<file path="src/rtl/register_writeback.sv">
// Write-back stage: buffers ALU and load results in an in-order FIFO and
// drains them to the register file write port, one write per cycle.
module register_writeback #(
  parameter int DATA_WIDTH = 16,
  parameter int ADDR_WIDTH = 3,
  parameter int DEPTH      = 4
) (
  input  logic                         clk,
  input  logic                         rst,
  input  logic                         alu_valid,
  output logic                         alu_ready,
  input  logic [ADDR_WIDTH-1:0]        alu_da,
  input  logic [DATA_WIDTH-1:0]        alu_data,
  input  logic                         mem_valid,
  output logic                         mem_ready,
  input  logic [ADDR_WIDTH-1:0]        mem_da,
  input  logic [DATA_WIDTH-1:0]        mem_data,
  input  logic                         hold,
  input  logic                         flush,
  output logic                         RW,
  output logic [ADDR_WIDTH-1:0]        DA,
  output logic [DATA_WIDTH-1:0]        D_data,
  output logic [(2**ADDR_WIDTH)-1:0]   pending,
  output logic [$clog2(DEPTH):0]       count
);

  localparam int PW = $clog2(DEPTH);
  localparam int CW = PW + 1;
  localparam logic [CW-1:0] FULL = CW'(DEPTH);

  logic [ADDR_WIDTH-1:0] fifo_da   [DEPTH];
  logic [DATA_WIDTH-1:0] fifo_data [DEPTH];
  logic [PW-1:0]         wr_ptr;
  logic [PW-1:0]         rd_ptr;
  logic [PW-1:0]         offset;
  logic                  not_full;
  logic                  push;
  logic                  pop;
  logic [ADDR_WIDTH-1:0] push_da;
  logic [DATA_WIDTH-1:0] push_data;

  // Readies look only at the registered count; a same-cycle pop frees nothing.
  assign not_full  = count < FULL;
  assign mem_ready = !flush && not_full;
  assign alu_ready = !flush && not_full && !mem_valid;
  assign push      = (mem_valid && mem_ready) || (alu_valid && alu_ready);
  assign push_da   = mem_valid ? mem_da : alu_da;
  assign push_data = mem_valid ? mem_data : alu_data;
  assign pop       = !hold && !flush && (count != '0);

  always_ff @(posedge clk) begin
    if (push) begin
      fifo_da[wr_ptr]   <= push_da;
      fifo_data[wr_ptr] <= push_data;
    end
  end

  always_ff @(posedge clk or posedge rst) begin
    if (rst) begin
      wr_ptr <= '0;
      rd_ptr <= '0;
      count  <= '0;
      RW     <= 1'b0;
      DA     <= '0;
      D_data <= '0;
    end else if (flush) begin
      wr_ptr <= '0;
      rd_ptr <= '0;
      count  <= '0;
      RW     <= 1'b0;
    end else begin
      RW <= pop;
      if (push) wr_ptr <= wr_ptr + 1'b1;
      if (pop) begin
        rd_ptr <= rd_ptr + 1'b1;
        DA     <= fifo_da[rd_ptr];
        D_data <= fifo_data[rd_ptr];
      end
      if (push && !pop)      count <= count + 1'b1;
      else if (!push && pop) count <= count - 1'b1;
    end
  end

  // An entry is live when its distance from the read pointer is below count.
  always_comb begin
    pending = '0;
    offset  = '0;
    if (RW) pending[DA] = 1'b1;
    for (int i = 0; i < DEPTH; i++) begin
      offset = PW'(i) - rd_ptr;
      if ({1'b0, offset} < count) pending[fifo_da[i]] = 1'b1;
    end
  end

endmodule

</file>
<file path="config.mk">
export PLATFORM = sky130hd
export DESIGN_NAME = register_writeback
export DESIGN_NICKNAME = d
export VERILOG_FILES = /design/src/rtl/register_writeback.sv
export SDC_FILE = /design/constraint.sdc
export NUM_CORES = 1
export LEC_CHECK = 0
export BUFFER_PORTS_ARGS = -buffer_cell sky130_fd_sc_hd__buf_2
export CAP_MARGIN = 20
export CORE_MARGIN = 1.5
export CORE_UTILIZATION = 45
export DETAILED_ROUTE_END_ITERATION = 12
export PLACE_DENSITY = 0.77
export SETUP_SLACK_MARGIN = 0.4
export SYNTH_ARGS = -nofsm -noshare
export SYNTH_HDL_FRONTEND = slang
export SYNTH_SLANG_ARGS = --single-unit
</file>
<file path="constraint.sdc">
create_clock -name clk -period 2.85 [get_ports clk]
set_input_delay 0.7125 -clock clk [delete_from_list [all_inputs] [get_ports clk]]
set_output_delay 0.7125 -clock clk [all_outputs]
set_load 0.01 [all_outputs]
</file>
# --- After elaboration in Yosys (flattened, before gate mapping) ---
# Memories as Yosys holds them, arrays and structs flattened. A register that Yosys moved wholly into a read port is not among the register bits.
# Index checks and enable logic that the tools add are counted.
# Widths: inputs -> output; s select.
classes:
  add_sub_neg: 8
  order_cmp: 15
  n_mux: 27
  bitwise: 5
  reduce_logical: 24
op_table:
  columns: ["operator", "n"]
  rows:
  - ["$mux 8", 5]
  - ["$or 8x8->8", 4]
  - ["$lt 3x4->1 const B", 5]
  - ["$mux 16", 1]
  - ["$demux 1 s3", 5]
  - ["$ge 3x1->1 const B", 5]
  - ["$logic_and 1x1->1", 13]
  - ["$lt 2x3->1", 4]
  - ["$mux 3", 4]
  - ["$mux 1", 8]
  - ["$mux 2", 4]
  - ["$reduce_bool 3->1", 2]
  - ["$logic_not 1->1", 5]
  - ["$add 2x1->2 const B", 2]
  - ["$reduce_bool 2->1", 2]
  - ["$sub 1x2->2 const A", 2]
  - ["$sub 2x2->2 const A", 2]
  - ["$add 3x1->3 const B", 1]
  - ["$lt 3x3->1 const B", 1]
  - ["$sub 3x1->3 const B", 1]
  - ["$reduce_and 2->1", 1]
  - ["$logic_or 1x1->1", 1]
  - ["$not 1->1", 1]
word_totals:
  reg_bits: 8
  ram_bits: 76
  input_bits: 44
  output_inout_bits: 33
  elab_cells: 85
  mem_count: 2
mem_list:
  columns: ["name", "depth", "width", "rd", "rd_clocked_by_memory_dff", "write_ports", "line", "source"]
  rows:
  - ["fifo_data", 4, 16, 1, 1, 1, "32", "logic [DATA_WIDTH-1:0] fifo_data [DEPTH];"]
  - ["fifo_da", 4, 3, 5, 1, 1, "31", "logic [ADDR_WIDTH-1:0] fifo_da [DEPTH];"]

# --- Logic depth before layout (Yosys ltp) ---
# Gate-level depths: netlist (run 1).
logic_depth:
  ltp_word: 13
  mapped_depth: 9
  depth_no_buf: 7

# --- Worst setup path after synthesis (run 1) ---
# No wires, ideal clock.
synth_timing:
  kind: "register to output"
  from: "reg rd_ptr[1]"
  to: "out pending[1]"
  arrival_ns: 2.023
  required_time_ns: 2.138
  slack_ns: 0.114
  stages_incl_launch_ff: 9
  n_path_buf: 1
  cell_sequence: "dfrtp_1 > clkbuf_1 > xor2_1 > inv_1 > ha_1 > nor2b_1 > a211oi_1 > a31oi_1 > nand4_1"
synth_via:
  elab_chain_cells: 9
  elab_cells_between_ends: 15
  cone_classes: "4 x add/sub; 4 x order compare; 4 x mux; 3 x bitwise"
synth_lines:
  columns: ["item", "line", "source"]
  rows:
  - ["start, declared", "34", "logic [PW-1:0] rd_ptr;"]
  - ["start signal, assigned", "75", "rd_ptr <= rd_ptr + 1'b1;"]
  - ["$sub 1x2->2", "90", "offset = PW'(i) - rd_ptr;"]
  - ["$lt 2x3->1", "91", "if ({1'b0, offset} < count) pending[fifo_da[i]] = 1'b1;"]
  - ["$mux 8", "91", null]
  - ["$or 8x8->8 (no source line)", null, null]
  - ["$mux 8", "91", null]
  - ["$or 8x8->8 (no source line)", null, null]
  - ["$mux 8", "91", null]
  - ["$or 8x8->8 (no source line)", null, null]
  - ["$mux 8 (*)", "91", null]
  - ["end, declared", "23", "output logic [(2**ADDR_WIDTH)-1:0] pending,"]
# Mark *: on every way between the ends. The rest lies on a longest branch, timed or not.

# --- Worst setup path in the final report (run 1) ---
layout_timing:
  from: "reg rd_ptr[0]"
  to: "out pending[0]"
# The elaborated chain is that of the path after synthesis.

==> results.py, run 1 <==
metrics = {
    "outcome": {
        "status": "complete, but fails checks",
        "violations": "negative setup slack",
    },
    "cells_and_area": {
        "utilization_pct": 54.91,
        "drive_gt1_share_pct": 38.32,
        "area_growth_pct": 19.70,
        "final_cells": 577,
        "num-fill-cells": 852,
        "finalNetCount": 489,
        "diodes": 0,
        "fin_area_sq_um": 5618,
    },
    "detailed_routing": {
        "dr.pass1.iters": 4,
        "drt_wl_total_um": 10150,
        "initialDrtViolationCount": 233,
        "vias": 3089,
        "vias_per_cell": 5.354,
        "drc_errors": 0,
        "wire_per_inst_um": 17.59,
        "final_antenna_net_count": 0,
    },
    "synth": {
        "synth_nets": 392,
        "synth_area_sq_um": 4693,
        "synth_warnings": 0,
        "synth_commonest_cells": "edfxtp_1 (76), nand2_1 (66), dfrtp_1 (27), mux2_2 (20), mux4_2 (19)",
        "synth_top_area_share_pct": 48.63,
        "synth.most_common_cell": "edfxtp_1",
        "ys_seq_area_share_pct": 63.02,
        "syn-mean-instance-area_sq_um": 13.84,
        "ys_ff_latch": 103,
        "synth-edff-count": 76,
        "yosysTopAreaCell": "edfxtp_1",
        "synthArstFlopShare_pct": 26.21,
        "syn_inst": 339,
        "synth_cell_type_count": 43,
        "synthFlopType": "edfxtp_1",
        "synth.area.top_cells": "edfxtp_1 (49%), dfrtp_1 (14%), mux4_2 (9.1%), nand2_1 (5.3%), mux2_2 (4.8%)",
    },
    "global_route": {
        "grt_pass1_vias": 3091,
        "antenna_found_initial": 0,
        "grt_max_degree": 28,
        "grt.total_usage_pct": 18.92,
        "grt_first_pass_wirelength_um": 15910,
        "grt.overflow.total": 0,
    },
    "clocking": {
        "path_clk_slew_ps": 100,
        "ctsHoldBuffers": 0,
        "cts-root-buf": "clkbuf_8",
        "cts_sinks": 103,
        "cts_tree": "built",
        "cts_inserted_buffers": 9,
        "clk_latency_ps": 350,
        "cts_buffer_depth": 2,
        "h-tree-depth": 3,
    },
    "floorplan": {
        "num_rows": 37,
        "start_util_pct": 45.87,
        "dieArea_sq_um": 11050,
        "die_y_um": 105.1,
        "core_sq_um": 10230,
        "ioPinCount": 77,
        "die_w_um": 105.1,
    },
    "placement": {
        "pre_cts_slack_ps": 271.1,
        "gp_congestion": 0.8957,
        "hpwl_um": 6951,
        "dpl_cell_area_sq_um": 5323,
        "dp.cells": 552,
        "port_buffers": 76,
    },
    "worst_setup_path": {
        "crit_arrival_ps": 2180,
        "critPathKind": "flop to primary output",
        "crit_slowest_cell": "dfrtp_2",
        "crit_fanout": 3,
        "crit_path_end_kind": "primary output",
        "cp_cell_sequence": "xor2_2 -> inv_1 -> ha_1 -> nor2b_4 -> a211oi_4 -> buf_4 -> a21oi_2 -> nand3_1 -> buf_2",
        "crit_path_start_kind": "flop",
        "crit_path_max_incr_delay_ps": 440,
        "cp.required_ps": 2140,
    },
    "power_and_ir_drop": {
        "p_clk_share_pct": 16.6,
        "p_seq_share_pct": 45.7,
        "switchingPower_mw": 1.648,
        "power_leakage_nw": 2.245,
        "p_sw_share_pct": 35.01,
        "power_mw": 4.707,
        "irDropWorstVdd_mv": 0.3581,
        "power_frac_comb_pct": 37.7,
        "intPower_mw": 3.059,
        "power_density_nw_per_um2": 837.8,
    },
    "timing": {
        "hold_ws_ps": 445.6,
        "maxSlewHeadroom_pct": 68.84,
        "rsz0062_at_grt": "yes",
        "slew_viol_final": 0,
        "max_slew.worst_pin.slew_ps": 464.3,
        "final.setup_skew_ps": 13.52,
        "fin_crit_ps": 2890,
        "hold_viol_final": 0,
        "max_clock_freq_ghz": 0.3460,
        "setup_viol": 6,
        "setup_slack_ps": -40.28,
        "fin_tns_setup_ps": -132.6,
        "period_share_pct": 101.4,
    },
    "flow_run": {
        "max_cap_violations": 0,
    },
    "min_path": {
        "hold_class": "input pin to async pin",
    },
}
-- cell usage in the layout, fill, tap and decap left out, drive strengths merged, types with 2 or more instances in the layout --
cell type	Yosys	layout
mux2i	2	2
a21oi	4	4
nor3b	4	4
a32oi	2	2
inv	16	16
dfrtp	27	27
nand4	5	5
nand3	12	12
nand2	66	66
o311ai	2	2
a22oi	2	2
o21ai	5	5
and2	4	4
a211oi	5	5
nor2b	9	9
o31ai	2	2
edfxtp	76	76
clkbuf	2	10
nand3b	3	3
buf	11	99
mux2	20	20
nor3	4	4
mux4	19	19
nor2	11	11
clkinv	0	5
a31oi	5	5
ha	8	8
-- layout make-up --
class | instances | area [sq um] | area share (%)
clock buffer | 10 | 127.6 | 2.272
inverter | 16 | 60.06 | 1.069
timing repair buffer | 99 | 565.5 | 10.07
multi-input combinational | 207 | 1697 | 30.20
sequential | 103 | 2960 | 52.69
tap | 136 | 170.2 | 3.029
clock inverter | 6 | 37.54 | 0.6682
-- critical path: cells and delay by family, from the launching register on --
family	cells	cell delay, ps
DFF	1	440
buffers and inverters	3	370
AOI/OAI and AO/OA	2	350
adders and majority gates	1	280
and+or+nand+nor	2	220
xor gates and xnor gates	1	180
-- power groups by stage --
stage                     Clock [mW]  Sequential (mW)  Combinational, mW
after floorplan                    0             2.18               1.05
after global placement             0             2.16               1.58
after detailed placement           0             2.18               1.61
after CTS                      0.792             2.14               1.69
after global routing           0.849             2.19               1.94
final                          0.780             2.15               1.77
-- final timing paths --
| path | from | endpoint | slack (ps) | cells past startpoint |
|---|---|---|---|---|
| worst min-delay path | rst | D_data[4] | 450 | 3 |
| worst min register to register | D_data[11] | D_data[11] | 480 | 2 |
| min in group clk | D_data[11] | D_data[11] | 480 | 2 |
| max in group asynchronous | rst | rd_ptr[0] | 2100 | 3 |
| worst max register to register | count[2] | count[2] | 820 | 6 |
| worst max-delay path | rd_ptr[0] | pending[0] | -40 | 9 |
-- logic make-up after synthesis --
logic type                 share of synthesized area, %
muxes                                             14.34
AOI/OAI and AO/OA                                 5.172
xor gates and xnor gates                         0.3733
DFF                                               63.02
buffers and inverters                             2.719
adders and majority gates                         2.559
and+or+nand+nor                                   11.81
-- layer usage --
metal	track usage [%]	up-vias	part of all wire (%)	wire length, um
li1	-	1449	-	-
met2	31.70	108	51	5172
met3	2.870	9	5.3	542
met4	6.556	0	0.79	80
met1	25.24	1523	43	4355
met5	0	-	0	0
-- registers in the layout (all words and copies together) (netlist names) --
register and count:
DA 3, D_data 16, RW 1, count 3, fifo_da 12, fifo_data 64
rd_ptr 2, wr_ptr 2
-- what timing repair did --
item                                    in CTS  in global routing
pin swaps                                    8                  8
resized for setup                            6                  9
buffers inserted                             4                  5
endpoints found under the setup margin       8                  8
Note: power is estimated with default switching activity, not from simulation.
==> run 2, diff against run 1 <==
Settings changed: REMOVE_ABC_BUFFERS set to 1.
==> results.py, run 2 (same netlist as run 1, synthesis figures left out) <==
metrics = {
    "outcome": {
        "status": "complete, no violations",
    },
    "timing": {
        "hold_viol_final": 0,
        "fin_tns_setup_ps": 0,
        "period_share_pct": 99.28,
        "rsz0062_at_grt": "yes",
        "max_slew.worst_pin.slew_ps": 427.7,
        "setup_slack_ps": 20.66,
        "slew_viol_final": 0,
        "max_clock_freq_ghz": 0.3534,
        "setup_viol": 0,
        "final.setup_skew_ps": 17.76,
        "fin_crit_ps": 2829,
        "hold_ws_ps": 410.4,
        "maxSlewHeadroom_pct": 71.30,
    },
    "floorplan": {
        "ioPinCount": 77,
        "core_sq_um": 10230,
        "die_y_um": 105.1,
        "dieArea_sq_um": 11050,
        "start_util_pct": 45.87,
        "die_w_um": 105.1,
        "num_rows": 37,
    },
    "detailed_routing": {
        "drt_wl_total_um": 10100,
        "dr.pass1.iters": 6,
        "wire_per_inst_um": 17.57,
        "initialDrtViolationCount": 276,
        "vias_per_cell": 5.383,
        "vias": 3095,
        "final_antenna_net_count": 0,
        "drc_errors": 0,
    },
    "flow_run": {
        "max_cap_violations": 0,
    },
    "global_route": {
        "grt_pass1_vias": 3065,
        "use_met1_pct": 24.10,
        "grt_first_pass_wirelength_um": 15860,
        "grt_use_met3_pct": 2.433,
        "antenna_found_initial": 0,
        "grt_max_degree": 28,
        "grt.total_usage_pct": 18.93,
        "use_met2_pct": 32.87,
        "busiest_layer": "met2",
        "grt.overflow.total": 0,
    },
    "cells_and_area": {
        "finalNetCount": 487,
        "diodes": 0,
        "top_regs": "fifo_data: 64 flops, D_data: 16 flops, fifo_da: 12 flops",
        "top_register": "fifo_data",
        "area_growth_pct": 20.98,
        "utilization_pct": 55.50,
        "mostFrequentLayoutCells": "edfxtp_1 (76), buf_2 (76), nand2_1 (65), dfrtp_1 (26), mux2_2 (20)",
        "largest_reg_flops": 64,
        "drive_gt1_share_pct": 39.18,
    },
    "worst_setup_path": {
        "cp.required_ps": 2140,
        "crit_slowest_cell": "dfrtp_1",
        "crit_path_end_kind": "primary output",
        "critPathKind": "flop to primary output",
        "crit_arrival_ps": 2120,
        "critPathBufInv": 2,
        "cp_cell_sequence": "xor2_1 -> inv_1 -> ha_4 -> nor2b_4 -> a211oi_4 -> a31oi_1 -> nand3b_1 -> buf_2",
        "path_delay_family": "compound AO/OA/AOI/OAI gates",
        "crit_fanout": 4,
        "crit_path_max_incr_delay_ps": 420,
        "crit_path_start_kind": "flop",
    },
    "clocking": {
        "cts-root-buf": "clkbuf_8",
        "cts_tree": "built",
        "path_clk_slew_ps": 110,
        "cts_buffer_depth": 2,
        "clk_latency_ps": 360,
        "cts_sinks": 103,
        "cts_inserted_buffers": 9,
        "h-tree-depth": 3,
    },
    "power_and_ir_drop": {
        "power_density_nw_per_um2": 845.1,
        "irDropWorstVdd_mv": 0.4169,
        "power_mw": 4.799,
        "power_leakage_nw": 2.268,
    },
    "placement": {
        "hpwl_um": 6722,
        "pre_cts_slack_ps": 174.4,
        "port_buffers": 76,
        "gp_congestion": 1.036,
    },
    "min_path": {
        "hold_class": "input pin to async pin",
    },
}
## run 2: final timing paths
kind,depth (start not counted),slack (ps),from,end
hold reg to reg,2,480,D_data[7],D_data[7]
setup reg to reg,7,850,count[2],count[2]
max in group asynchronous,3,2140,rst,count[2]
setup / recovery,8,20,rd_ptr[1],pending[7]
hold / removal,3,410,rst,D_data[15]
min in group clk,2,480,D_data[7],D_data[7]
## run 2: final cells by class
class,count,area [sq um]
sequential,103,2959
clock inverter,7,53.80
fill,863,4553
clock buffer,9,123.9
timing repair buffer,97,575.6
inverter,16,60.06
multi-input combinational,207,1735
tap,136,170.2
## run 2: what timing repair did
item / in CTS / in global routing
cloned: 0 / 1
pin swaps: 8 / 15
setup buffers: 3 / 1
hold buffers: 0 / 0
endpoints found under the setup margin: 8 / 8
gates resized for setup: 13 / 18
## run 2: through the flow
| stage | cell area (sq um) | instances |
|---|---|---|
| after floorplan | 4626 | 326 |
| after global placement | 5296 | 554 |
| after detailed placement | 5296 | 554 |
| after CTS | 5554 | 573 |
| after global routing | 5678 | 575 |
| final | 5678 | 575 |
## run 2: layer usage
| layer | share of wire (%) | wire length (um) |
|---|---|---|
| met3 | 4.2 | 428 |
| met5 | 0 | 0 |
| met1 | 43 | 4303 |
| met4 | 2.3 | 237 |
| met2 | 51 | 5135 |
## run 2: worst register-to-register path, cell delays in order (launching register included)
cell,delay (ps)
dfrtp_2,530
nor3_1,120
or3_1,350
inv_2,70
nor2_1,50
fa_1,420
a211o_1,270
o311ai_0,80
## run 2: power breakdown
part | leakage (nW) | total [mW] | switching [mW] | internal, mW
sequential | 1.03 | 2.13 | 0.195 | 1.93
combinational | 1.14 | 1.84 | 0.984 | 0.853
clock | 0.0962 | 0.832 | 0.503 | 0.329
